File: config.mk
export PLATFORM = sky130hd
export DESIGN_NAME = fifo_rd_stream_flat
export DESIGN_NICKNAME = d
export VERILOG_FILES = /design/src/rtl/fifo_rd_stream_pkg.sv /design/src/rtl/fifo_rd_stream_if.sv /design/src/rtl/fifo_rd_stream_buf.sv /design/src/rtl/fifo_rd_stream.sv /design/src/flat_wrapper.sv
export SDC_FILE = /design/constraint.sdc
export NUM_CORES = 1
export LEC_CHECK = 0
export ABC_CLOCK_PERIOD_IN_PS = 6100
export BUFFER_PORTS_ARGS = -buffer_cell sky130_fd_sc_hd__buf_2
export CELL_PAD_IN_SITES_DETAIL_PLACEMENT = 0
export CELL_PAD_IN_SITES_GLOBAL_PLACEMENT = 1
export CORE_ASPECT_RATIO = 1.1
export CORE_MARGIN = 3
export CORE_UTILIZATION = 51
export DETAILED_ROUTE_END_ITERATION = 8
export GPL_ROUTABILITY_DRIVEN = 0
export PLACE_DENSITY_LB_ADDON = 0.15
export SKIP_CTS_REPAIR_TIMING = 1
export SYNTH_ARGS = -nofsm -noshare
export SYNTH_HDL_FRONTEND = slang
export SYNTH_SLANG_ARGS = --single-unit
File: constraint.sdc
create_clock -name clk -period 6.1 [get_ports clk]
set_input_delay 0.915 -clock clk [delete_from_list [all_inputs] [get_ports clk]]
set_output_delay 0.915 -clock clk [all_outputs]
set_load 0.05 [all_outputs]
File: src/rtl/fifo_rd_stream_pkg.sv
// fifo_rd_stream_pkg: shared widths, beat type and occupancy-width helper for the FIFO read stage
package fifo_rd_stream_pkg;
    localparam int DEF_WIDTH     = 32;
    localparam int DEF_BUF_DEPTH = 4;
    typedef logic [DEF_WIDTH-1:0] beat_t;
    function automatic int cnt_w(input int depth);
        return $clog2(depth) + 1;
    endfunction
endpackage

File: src/rtl/fifo_rd_stream_if.sv
// fifo_rd_stream_if: valid/ready stream carrying one data beat per handshake
interface fifo_rd_stream_if #(parameter int WIDTH = 32);
    logic             valid;
    logic             ready;
    logic [WIDTH-1:0] data;
    modport master (output valid, output data, input ready);
    modport slave  (input valid, input data, output ready);
endinterface

File: src/rtl/fifo_rd_stream_buf.sv
// fifo_rd_stream_buf: circular skid buffer with occupancy count, push/pop/flush
module fifo_rd_stream_buf
    import fifo_rd_stream_pkg::*;
#(
    parameter int WIDTH = DEF_WIDTH,
    parameter int DEPTH = DEF_BUF_DEPTH
) (
    input  logic                      clk,
    input  logic                      reset,
    input  logic                      i_flush,
    input  logic                      i_push,
    input  logic                      i_pop,
    input  logic [WIDTH-1:0]          i_data,
    output logic [WIDTH-1:0]          o_data,
    output logic [cnt_w(DEPTH)-1:0]   o_cnt
);
    localparam int AW = $clog2(DEPTH);
    localparam int CW = cnt_w(DEPTH);

    logic [AW-1:0]    r_wr;
    logic [AW-1:0]    r_rd;
    logic [CW-1:0]    r_cnt;
    logic [WIDTH-1:0] r_mem [DEPTH];

    // pointers wrap naturally; simultaneous push and pop leave the count unchanged
    always_ff @(posedge clk or posedge reset) begin
        if (reset) begin
            r_wr  <= '0;
            r_rd  <= '0;
            r_cnt <= '0;
        end else if (i_flush) begin
            r_wr  <= '0;
            r_rd  <= '0;
            r_cnt <= '0;
        end else begin
            if (i_push) r_wr <= r_wr + AW'(1);
            if (i_pop) r_rd <= r_rd + AW'(1);
            r_cnt <= r_cnt + CW'(i_push) - CW'(i_pop);
        end
    end

    // storage needs no reset: the head is only exposed while the count is nonzero
    always_ff @(posedge clk) begin
        if (i_push && !i_flush) r_mem[r_wr] <= i_data;
    end

    assign o_cnt  = r_cnt;
    assign o_data = (r_cnt != '0) ? r_mem[r_rd] : '0;

    a_no_overflow: assert property (@(posedge clk) disable iff (reset)
        !(i_push && !i_pop && !i_flush && r_cnt == CW'(DEPTH)));
    a_no_underflow: assert property (@(posedge clk) disable iff (reset)
        !(i_pop && !i_flush && r_cnt == '0));
endmodule

File: src/rtl/fifo_rd_stream.sv
// fifo_rd_stream: drives the FIFO read strobe and re-presents its data as a valid/ready stream
module fifo_rd_stream
    import fifo_rd_stream_pkg::*;
#(
    parameter int WIDTH     = DEF_WIDTH,
    parameter int BUF_DEPTH = DEF_BUF_DEPTH
) (
    input  logic                          clk,
    input  logic                          reset,
    input  logic                          i_clear,
    input  logic                          i_fifo_empty,
    input  logic                          i_fifo_write,
    input  logic [WIDTH-1:0]              i_fifo_data,
    output logic                          o_fifo_rd,
    fifo_rd_stream_if.master              m_if,
    output logic [cnt_w(BUF_DEPTH)-1:0]   o_buf_cnt,
    output logic [31:0]                   o_beat_cnt
);
    localparam int CW = cnt_w(BUF_DEPTH);
    localparam logic [CW:0] LIM = (CW+1)'(BUF_DEPTH);

    logic             r_pending;
    logic [31:0]      r_beat_cnt;
    logic             w_rd_acc;
    logic             w_push;
    logic             w_pop;
    logic [CW-1:0]    w_buf_cnt;
    logic [WIDTH-1:0] w_head;

    // credit check counts the in-flight beat so the buffer can never overflow; m_ready is not involved
    always_comb begin
        o_fifo_rd = !reset && !i_fifo_empty && !i_fifo_write && !i_clear
                    && (({1'b0, w_buf_cnt} + {{CW{1'b0}}, r_pending}) < LIM);
        w_rd_acc  = o_fifo_rd && !i_fifo_write && !i_fifo_empty;
        w_push    = r_pending && !i_clear;
        w_pop     = m_if.valid && m_if.ready && !i_clear;
    end

    // pending marks the cycle in which the FIFO's registered data_out holds the accepted word
    always_ff @(posedge clk or posedge reset) begin
        if (reset) begin
            r_pending  <= 1'b0;
            r_beat_cnt <= '0;
        end else if (i_clear) begin
            r_pending  <= 1'b0;
            r_beat_cnt <= '0;
        end else begin
            r_pending <= w_rd_acc;
            if (w_pop) r_beat_cnt <= r_beat_cnt + 32'd1;
        end
    end

    fifo_rd_stream_buf #(.WIDTH(WIDTH), .DEPTH(BUF_DEPTH)) u_buf (
        .clk    (clk),
        .reset  (reset),
        .i_flush(i_clear),
        .i_push (w_push),
        .i_pop  (w_pop),
        .i_data (i_fifo_data),
        .o_data (w_head),
        .o_cnt  (w_buf_cnt)
    );

    assign m_if.valid = (w_buf_cnt != '0);
    assign m_if.data  = w_head;
    assign o_buf_cnt  = w_buf_cnt;
    assign o_beat_cnt = r_beat_cnt;
endmodule

File: src/flat_wrapper.sv
// flat-port wrapper written by rule: the top's interface ports become plain ports
module fifo_rd_stream_flat import fifo_rd_stream_pkg::*;
#(
    parameter int WIDTH     = DEF_WIDTH,
    parameter int BUF_DEPTH = DEF_BUF_DEPTH
)
  (clk, reset, i_clear, i_fifo_empty, i_fifo_write, i_fifo_data, o_fifo_rd, o_buf_cnt, o_beat_cnt, m_if_valid, m_if_data, m_if_ready);
  fifo_rd_stream_if #(.WIDTH(WIDTH)) m_if_i ();
  input  logic clk;
  input  logic reset;
  input  logic i_clear;
  input  logic i_fifo_empty;
  input  logic i_fifo_write;
  input  logic [WIDTH-1:0] i_fifo_data;
  output logic o_fifo_rd;
  output logic [cnt_w(BUF_DEPTH)-1:0] o_buf_cnt;
  output logic [31:0] o_beat_cnt;
  output wire logic [$bits(m_if_i.valid)-1:0] m_if_valid;
  output wire logic [$bits(m_if_i.data)-1:0] m_if_data;
  input wire logic [$bits(m_if_i.ready)-1:0] m_if_ready;
  assign m_if_valid = m_if_i.valid;
  assign m_if_data = m_if_i.data;
  assign m_if_i.ready = m_if_ready;
  fifo_rd_stream #(.WIDTH(WIDTH), .BUF_DEPTH(BUF_DEPTH)) u_core (.clk(clk), .reset(reset), .i_clear(i_clear), .i_fifo_empty(i_fifo_empty), .i_fifo_write(i_fifo_write), .i_fifo_data(i_fifo_data), .o_fifo_rd(o_fifo_rd), .m_if(m_if_i), .o_buf_cnt(o_buf_cnt), .o_beat_cnt(o_beat_cnt));
endmodule
==> results of run 1 <==
final timing paths:
kind | to | startpoint | cells after the start | slack (ns)
max | m_if_data[15] | u_core.u_buf.r_rd[0]$_DFFE_PP0P_ | 4 | 2.65
max in group asynchronous | u_core.u_buf.r_rd[1]$_DFFE_PP0P_ | reset | 3 | 5.09
min in group asynchronous | u_core.o_beat_cnt[16]$_DFFE_PP0P_ | reset | 3 | 0.62
min reg2reg | u_core.u_buf.r_wr[1]$_DFFE_PP0P_ | u_core.u_buf.r_wr[1]$_DFFE_PP0P_ | 2 | 0.58
min | u_core.u_buf.r_wr[1]$_DFFE_PP0P_ | u_core.u_buf.r_wr[1]$_DFFE_PP0P_ | 2 | 0.58
max reg2reg | u_core.o_beat_cnt[31]$_DFFE_PP0P_ | u_core.u_buf.o_cnt[1]$_DFF_PP0_ | 5 | 3.94
cells by family (layout without fill, tap and decap cells):
family / Yosys count / in the layout / share of synthesized area
adder cells (fa/ha/maj): 9 / 9 / 0.0170
AO/OA/AOI/OAI: 30 / 30 / 0.0271
buffers and inverters: 34 / 153 / 0.0212
AND/OR/NAND/NOR: 143 / 143 / 0.115
multiplexers: 40 / 40 / 0.115
XOR/XNOR: 16 / 16 / 0.0198
flip-flops: 168 / 168 / 0.686
layout make-up:
type,instances,share of cell area
well taps,184,0.0276
inverters,10,0.00450
clock buffers,17,0.0510
clock inverters,15,0.0180
flip-flops and latches,168,0.581
multi-input cells,238,0.250
repair buffers,111,0.0681
per-stage QoR:
stage | instances | area [um2] | util | hold WS, ns | setup slack (ns)
floorplan | 440 | 7070 | - | 0.538 | 2.52
global placement | 711 | 7760 | 0.580 | 0.553 | 2.80
detailed placement | 711 | 7760 | 0.580 | 0.572 | 2.79
CTS | 743 | 8340 | 0.623 | 0.582 | 2.54
global route | 743 | 8340 | 0.623 | 0.611 | 2.44
finish | 743 | 8340 | 0.623 | 0.580 | 2.65
report_power, final:
| group | total (W) | leakage, nW | internal [W] | switching [W] |
|---|---|---|---|---|
| registers | 0.00129 | 1.71 | 0.00125 | 0.0000439 |
| clock network | 0.00104 | 0.277 | 0.000602 | 0.000436 |
| logic | 0.000820 | 1.11 | 0.000237 | 0.000583 |
| total | 0.00315 | 3.09 | 0.00209 | 0.00106 |
cells in the mapped netlist:
master	count
mux2i_1	1
and3_1	3
and4_1	3
nor4_1	11
inv_1	10
xnor2_1	13
a21oi_1	13
clkbuf_1	15
nand4_2	1
or3_1	1
or2_2	1
buf_1	1
xor2_1	3
buf_6	2
or2_1	1
o31a_1	1
mux2_2	7
buf_2	6
edfxtp_1	128
nand3_1	11
a211oi_1	2
nor3_1	5
nand4_1	7
o31ai_1	12
or4_1	12
mux4_2	32
ha_1	8
and2_1	4
nor2_1	27
dfrtp_1	40
o21ai_0	1
o211ai_1	1
fa_1	1
nor2b_1	41
or3_4	1
nand2_1	13
nand4b_1	1
sequential cells by signal (all words and copies together) (netlist names):
register and count:
u_core.u_buf.r_mem 128, u_core.r_pending 1, u_core.o_beat_cnt 32, u_core.u_buf.o_cnt 3
u_core.u_buf.r_wr 2, u_core.u_buf.r_rd 2
critical path, stage by stage (launching register included):
cell and delay, ns:
dfrtp_2 0.62, buf_4 0.48, mux4_2 0.58, nor2b_1 0.16
buf_2 0.26
layer usage:
layer  global-route usage  part of all wire  vias to the layer above
li1                     -                 -                     1911
met1                0.235              0.43                     2077
met2                0.315              0.50                      125
met3               0.0559             0.053                       18
met4               0.0717             0.019                        0
met5                    0                 0                        -
==> impl_metrics.json, run 1 <==
{
  "layout.nets": 593,
  "synth-seq-area-share": 0.686,
  "layout.area.seq_um2": 4850,
  "power_density_nw_per_um2": 378,
  "clk-insertion-delay-late_ns": 0.43,
  "ys_top_cells_by_area": "edfxtp_1 54%, dfrtp_1 14%, mux4_2 10%",
  "path_class": "register to output pin",
  "drc": 0,
  "ioPinCount": 107,
  "fin_total_pwr_w": 0.00315,
  "clock-sinks": 168,
  "overflow": 0,
  "clk_pin_slew_ns": 0.06,
  "initial_core_util": 0.528,
  "final_cell_mix": "128 x edfxtp_1, 106 x buf_2, 41 x nor2b_1",
  "htreeDepth": 4,
  "drive_gt1_frac": 0.342,
  "grt.total_usage": 0.188,
  "antenna_found_initial": 0,
  "vias_per_cell": 5.56,
  "portBuffers": 106,
  "cp.required_ns": 5.18,
  "skew_ns": 0.00837,
  "antenna_left": 0,
  "yosysUniqueCellTypes": 37,
  "area_growth_pct": 18.0,
  "rows": 44,
  "cts_tree": "yes",
  "fin_tns_setup_ns": 0,
  "die_width_um": 118,
  "synth-warning-count": 0,
  "ir_drop_mv": 0.195,
  "worst_pin_slew_ns": 0.927,
  "grt_pass1_vias": 4276,
  "fin_crit_ns": 3.45,
  "cts_buffers": 17,
  "grt_pass1_wl_mm": 21.8,
  "min_period_over_period": 0.566,
  "ys_seq_elements": 168,
  "outcome": "complete, no violations",
  "wl_per_cell_um": 18.1,
  "clockBufferDepth": 2,
  "die_h_um": 129,
  "syn_area_um2": 7070,
  "grt_max_degree": 50,
  "vias": 4131,
  "drt-pass1-iter-count": 4,
  "relSlewSlack": 0.379,
  "hpwl_mm": 8.18,
  "hold_path_class": "register to register",
  "n_fill_cell": 1011,
  "arrival_ns": 2.54,
  "synth.avg_cell_area_um2": 16.1,
  "final_hold_viol_count": 0,
  "synth.top_cell.area_share": 0.544,
  "die-area_um2": 15300,
  "setup_viol": 0,
  "routed_wl_mm": 13.4,
  "finalMaxSlewViolations": 0,
  "critPathLaunchType": "register",
  "end_kind": "output pin",
  "root_buffer": "clkbuf_16",
  "synthCells": 440,
  "synth.net_count": 487,
  "leakage_nw": 3.09,
  "drtIter0Drc": 269,
  "multi_input_area_um2": 2080,
  "rsz0062_at_grt": "false",
  "yosysTopAreaCell": "edfxtp_1",
  "fp.coreArea_um2": 13400,
  "n_antenna_cell": 0,
  "timing.fmax_ghz": 0.290,
  "path_max_fanout": 22,
  "drv_cap": 0,
  "layout_commonest_cell": "edfxtp_1"
}
(Power assumes the default switching activity.)
==> inputs of run 2 (changes only) <==
- ABC_AREA: not set -> 1
- ABC_CLOCK_PERIOD_IN_PS: 6100 -> 3300
- CORE_UTILIZATION: 51 -> 44
- clock period: 6.1 -> 3.3 ns (I/O delays scaled with it)
==> run 2 against run 1 <==
- synthesized area is 4.7% higher
- clock skew is 0.0016 ns lower
- wire length is 25% higher
- sequential power is 84% higher
- cell area is 5.3% higher
- first-iteration DRC count is 13% higher
- final cell count is 42% higher
- setup slack worse by 2.2 ns
- die area is 20% higher
- critical path type unchanged
- highest routed layer is now met5
==> impl_metrics.json, run 2 <==
{
  "drt-pass1-iter-count": 4,
  "power_density_nw_per_um2": 678,
  "fin_crit_ns": 2.89,
  "min_period_over_period": 0.877,
  "timing.final.ws_setup_ns": 0.407,
  "slowest_stage": "dfrtp_2",
  "overflow": 0,
  "clk_pin_slew_ns": 0.06,
  "cts_buffers": 17,
  "wl_per_cell_um": 15.9,
  "arrival_ns": 2.40,
  "synth-compound-area-share": 0.0902,
  "regMostFlops": "u_core.u_buf.r_mem",
  "path_cells": "buf_4 -> nor2_1 -> nor2_1 -> o21ai_0 -> a21oi_1 -> buf_2",
  "portBuffers": 106,
  "synthMuxAreaShare": 0,
  "die-area_um2": 18400,
  "initial_core_util": 0.450,
  "grt_pass1_wl_mm": 26.5,
  "outcome": "complete, no violations",
  "n_fill_cell": 1494,
  "synth.net_count": 770,
  "leakage_nw": 3.58,
  "hold_path_class": "primary input to async pin",
  "synth_common_cells": "196 x nor2_1, 128 x edfxtp_1, 81 x nand2_1",
  "final_cell_mix": "192 x nor2_1, 128 x edfxtp_1, 106 x buf_2",
  "area_growth_pct": 18.7,
  "synth_fa_ha_area_frac": 0.0162,
  "antenna_left": 0,
  "r2r_end": "u_core.u_buf.o_cnt[2]$_DFF_PP0_",
  "layout.nets": 882,
  "fp.coreArea_um2": 16400,
  "synthFlopType": "edfxtp_1",
  "dp_slack_ns": 0.822,
  "vias_per_cell": 5.02,
  "end_kind": "output pin",
  "clockBufferDepth": 2,
  "drive_gt1_frac": 0.219,
  "relSlewSlack": 0.398,
  "rows": 49,
  "layout_commonest_cell": "nor2_1",
  "rr_worst_depth": 11,
  "synth-seq-area-share": 0.655,
  "synth-warning-count": 0,
  "cp.required_ns": 2.80,
  "grt_pass1_vias": 5091,
  "ys_async_sr_fraction": 0.238,
  "root_buffer": "clkbuf_16",
  "fin_tns_setup_ns": 0,
  "cts_tree": "yes",
  "timing.fmax_ghz": 0.346,
  "worst_pin_slew_ns": 0.902,
  "finalMaxSlewViolations": 0,
  "grt.total_usage": 0.186,
  "synthCells": 723,
  "drtIter0Drc": 305,
  "drv_cap": 0,
  "skew_ns": 0.00676,
  "synth_xor_area_frac": 0,
  "clock-sinks": 168,
  "clk-insertion-delay-late_ns": 0.42,
  "yosysTopAreaCell": "edfxtp_1",
  "synth.top_cell.area_share": 0.520,
  "routed_wl_mm": 16.8,
  "path_class": "register to output pin",
  "ioPinCount": 107,
  "crit_top_cell": "nor2_1",
  "hpwl_mm": 11.1,
  "htreeDepth": 4,
  "syn_area_um2": 7400,
  "final_hold_viol_count": 0,
  "ys_seq_elements": 168,
  "yosys.area_share.simple": 0.192,
  "reg2reg_slack_ns": 1.03,
  "die_width_um": 130,
  "antenna_found_initial": 2,
  "rsz0062_at_grt": "false",
  "r2r-start": "u_core.u_buf.o_cnt[1]$_DFF_PP0_",
  "drc": 0,
  "yosysUniqueCellTypes": 33,
  "largest_reg_flops": 128,
  "die_h_um": 142,
  "synth.avg_cell_area_um2": 10.2,
  "ys_top_cells_by_area": "edfxtp_1 52%, dfrtp_1 14%, nor2_1 9.9%",
  "critPathLaunchType": "register",
  "path_max_fanout": 36,
  "grt_max_degree": 37,
  "vias": 5290,
  "synth_edf_count": 128,
  "synth_top_family_by_area": "simple AND/OR/NAND/NOR gates",
  "synth_most_common_cell": "nor2_1",
  "slowest_delay_ns": 0.73,
  "setup_viol": 0,
  "ir_drop_mv": 0.462
}
[run 2: cell count changes in the layout (fill, tap and decap cells not counted), moves of 12 or more]
cell	delta
nor2_1	+165
a21oi_1	+33
xnor2_1	-13
o21ai_0	+75
mux4_2	-32
nand2_1	+68
or4_1	-12
inv_1	+40
o31ai_1	-12
nor2b_1	-41
[run 2: worst max-delay path by stage]
stage	startpoint	endpoint	slack, ns	cells past startpoint
finish	u_core.u_buf.r_rd[0]$_DFFE_PP0P_	m_if_data[11]	0.41	6
global route	u_core.u_buf.r_rd[0]$_DFFE_PP0P_	m_if_data[31]	0.22	6
CTS	u_core.u_buf.r_rd[0]$_DFFE_PP0P_	m_if_data[28]	0.36	5
detailed placement	u_core.u_buf.r_rd[0]$_DFFE_PP0P_	m_if_data[28]	0.82	5
global placement	u_core.u_buf.r_rd[0]$_DFFE_PP0P_	m_if_data[1]	0.87	6
floorplan	u_core.u_buf.o_cnt[1]$_DFF_PP0_	o_fifo_rd	0.21	3
[run 2: through the flow]
step	instances	total power [W]	hold slack, ns	cell area, um2	utilization
finish	1053	0.00595	0.276	8780	0.534
global route	1053	0.00621	0.280	8780	0.534
CTS	1052	0.00600	0.270	8780	0.534
detailed placement	1020	0.00408	0.516	8200	0.499
global placement	1020	0.00406	0.497	8200	0.499
floorplan	723	0.00364	0.513	7400	-
[run 2: final cells by class]
cell class / count / area (um2) / area share
timing repair buffer: 122 / 651 / 0.0741
tap: 204 / 255 / 0.0291
inverter: 56 / 210 / 0.0239
clock inverter: 15 / 150 / 0.0171
clock buffer: 17 / 425 / 0.0485
sequential: 168 / 4850 / 0.552
multi-input combinational: 470 / 2240 / 0.255
antenna: 1 / 2.50 / 0.000285
[run 2: metal layers]
metal	vias to the layer above	part of all wire	GRT usage	routed length (um)
li1	2655	-	-	-
met3	18	0.037	0.0398	627
met5	-	0.00078	0	13
met1	2514	0.43	0.231	7270
met4	2	0.015	0.0580	244
met2	101	0.51	0.327	8610
[run 2: cell families (layout without fill, tap and decap cells)]
family	count (synthesis)	in the layout
other	0	1
AND/OR/NAND/NOR	331	331
adder cells (fa/ha/maj)	9	9
flip-flops	168	168
buffers and inverters	85	210
AO/OA/AOI/OAI	130	130
[run 2: where the power goes]
group / internal (W) / switching (W)
clock: 0.00111 / 0.000816
sequential: 0.00231 / 0.0000611
combinational: 0.000350 / 0.00130
total: 0.00377 / 0.00218
[run 2: critical path, delay by kind of cell, from the launching register on]
family	cells	cell delay, ns
and+or+nand+nor	2	0.18
buffers and inverters	2	0.75
DFF	1	0.73
AOI/OAI and AO/OA	2	0.30
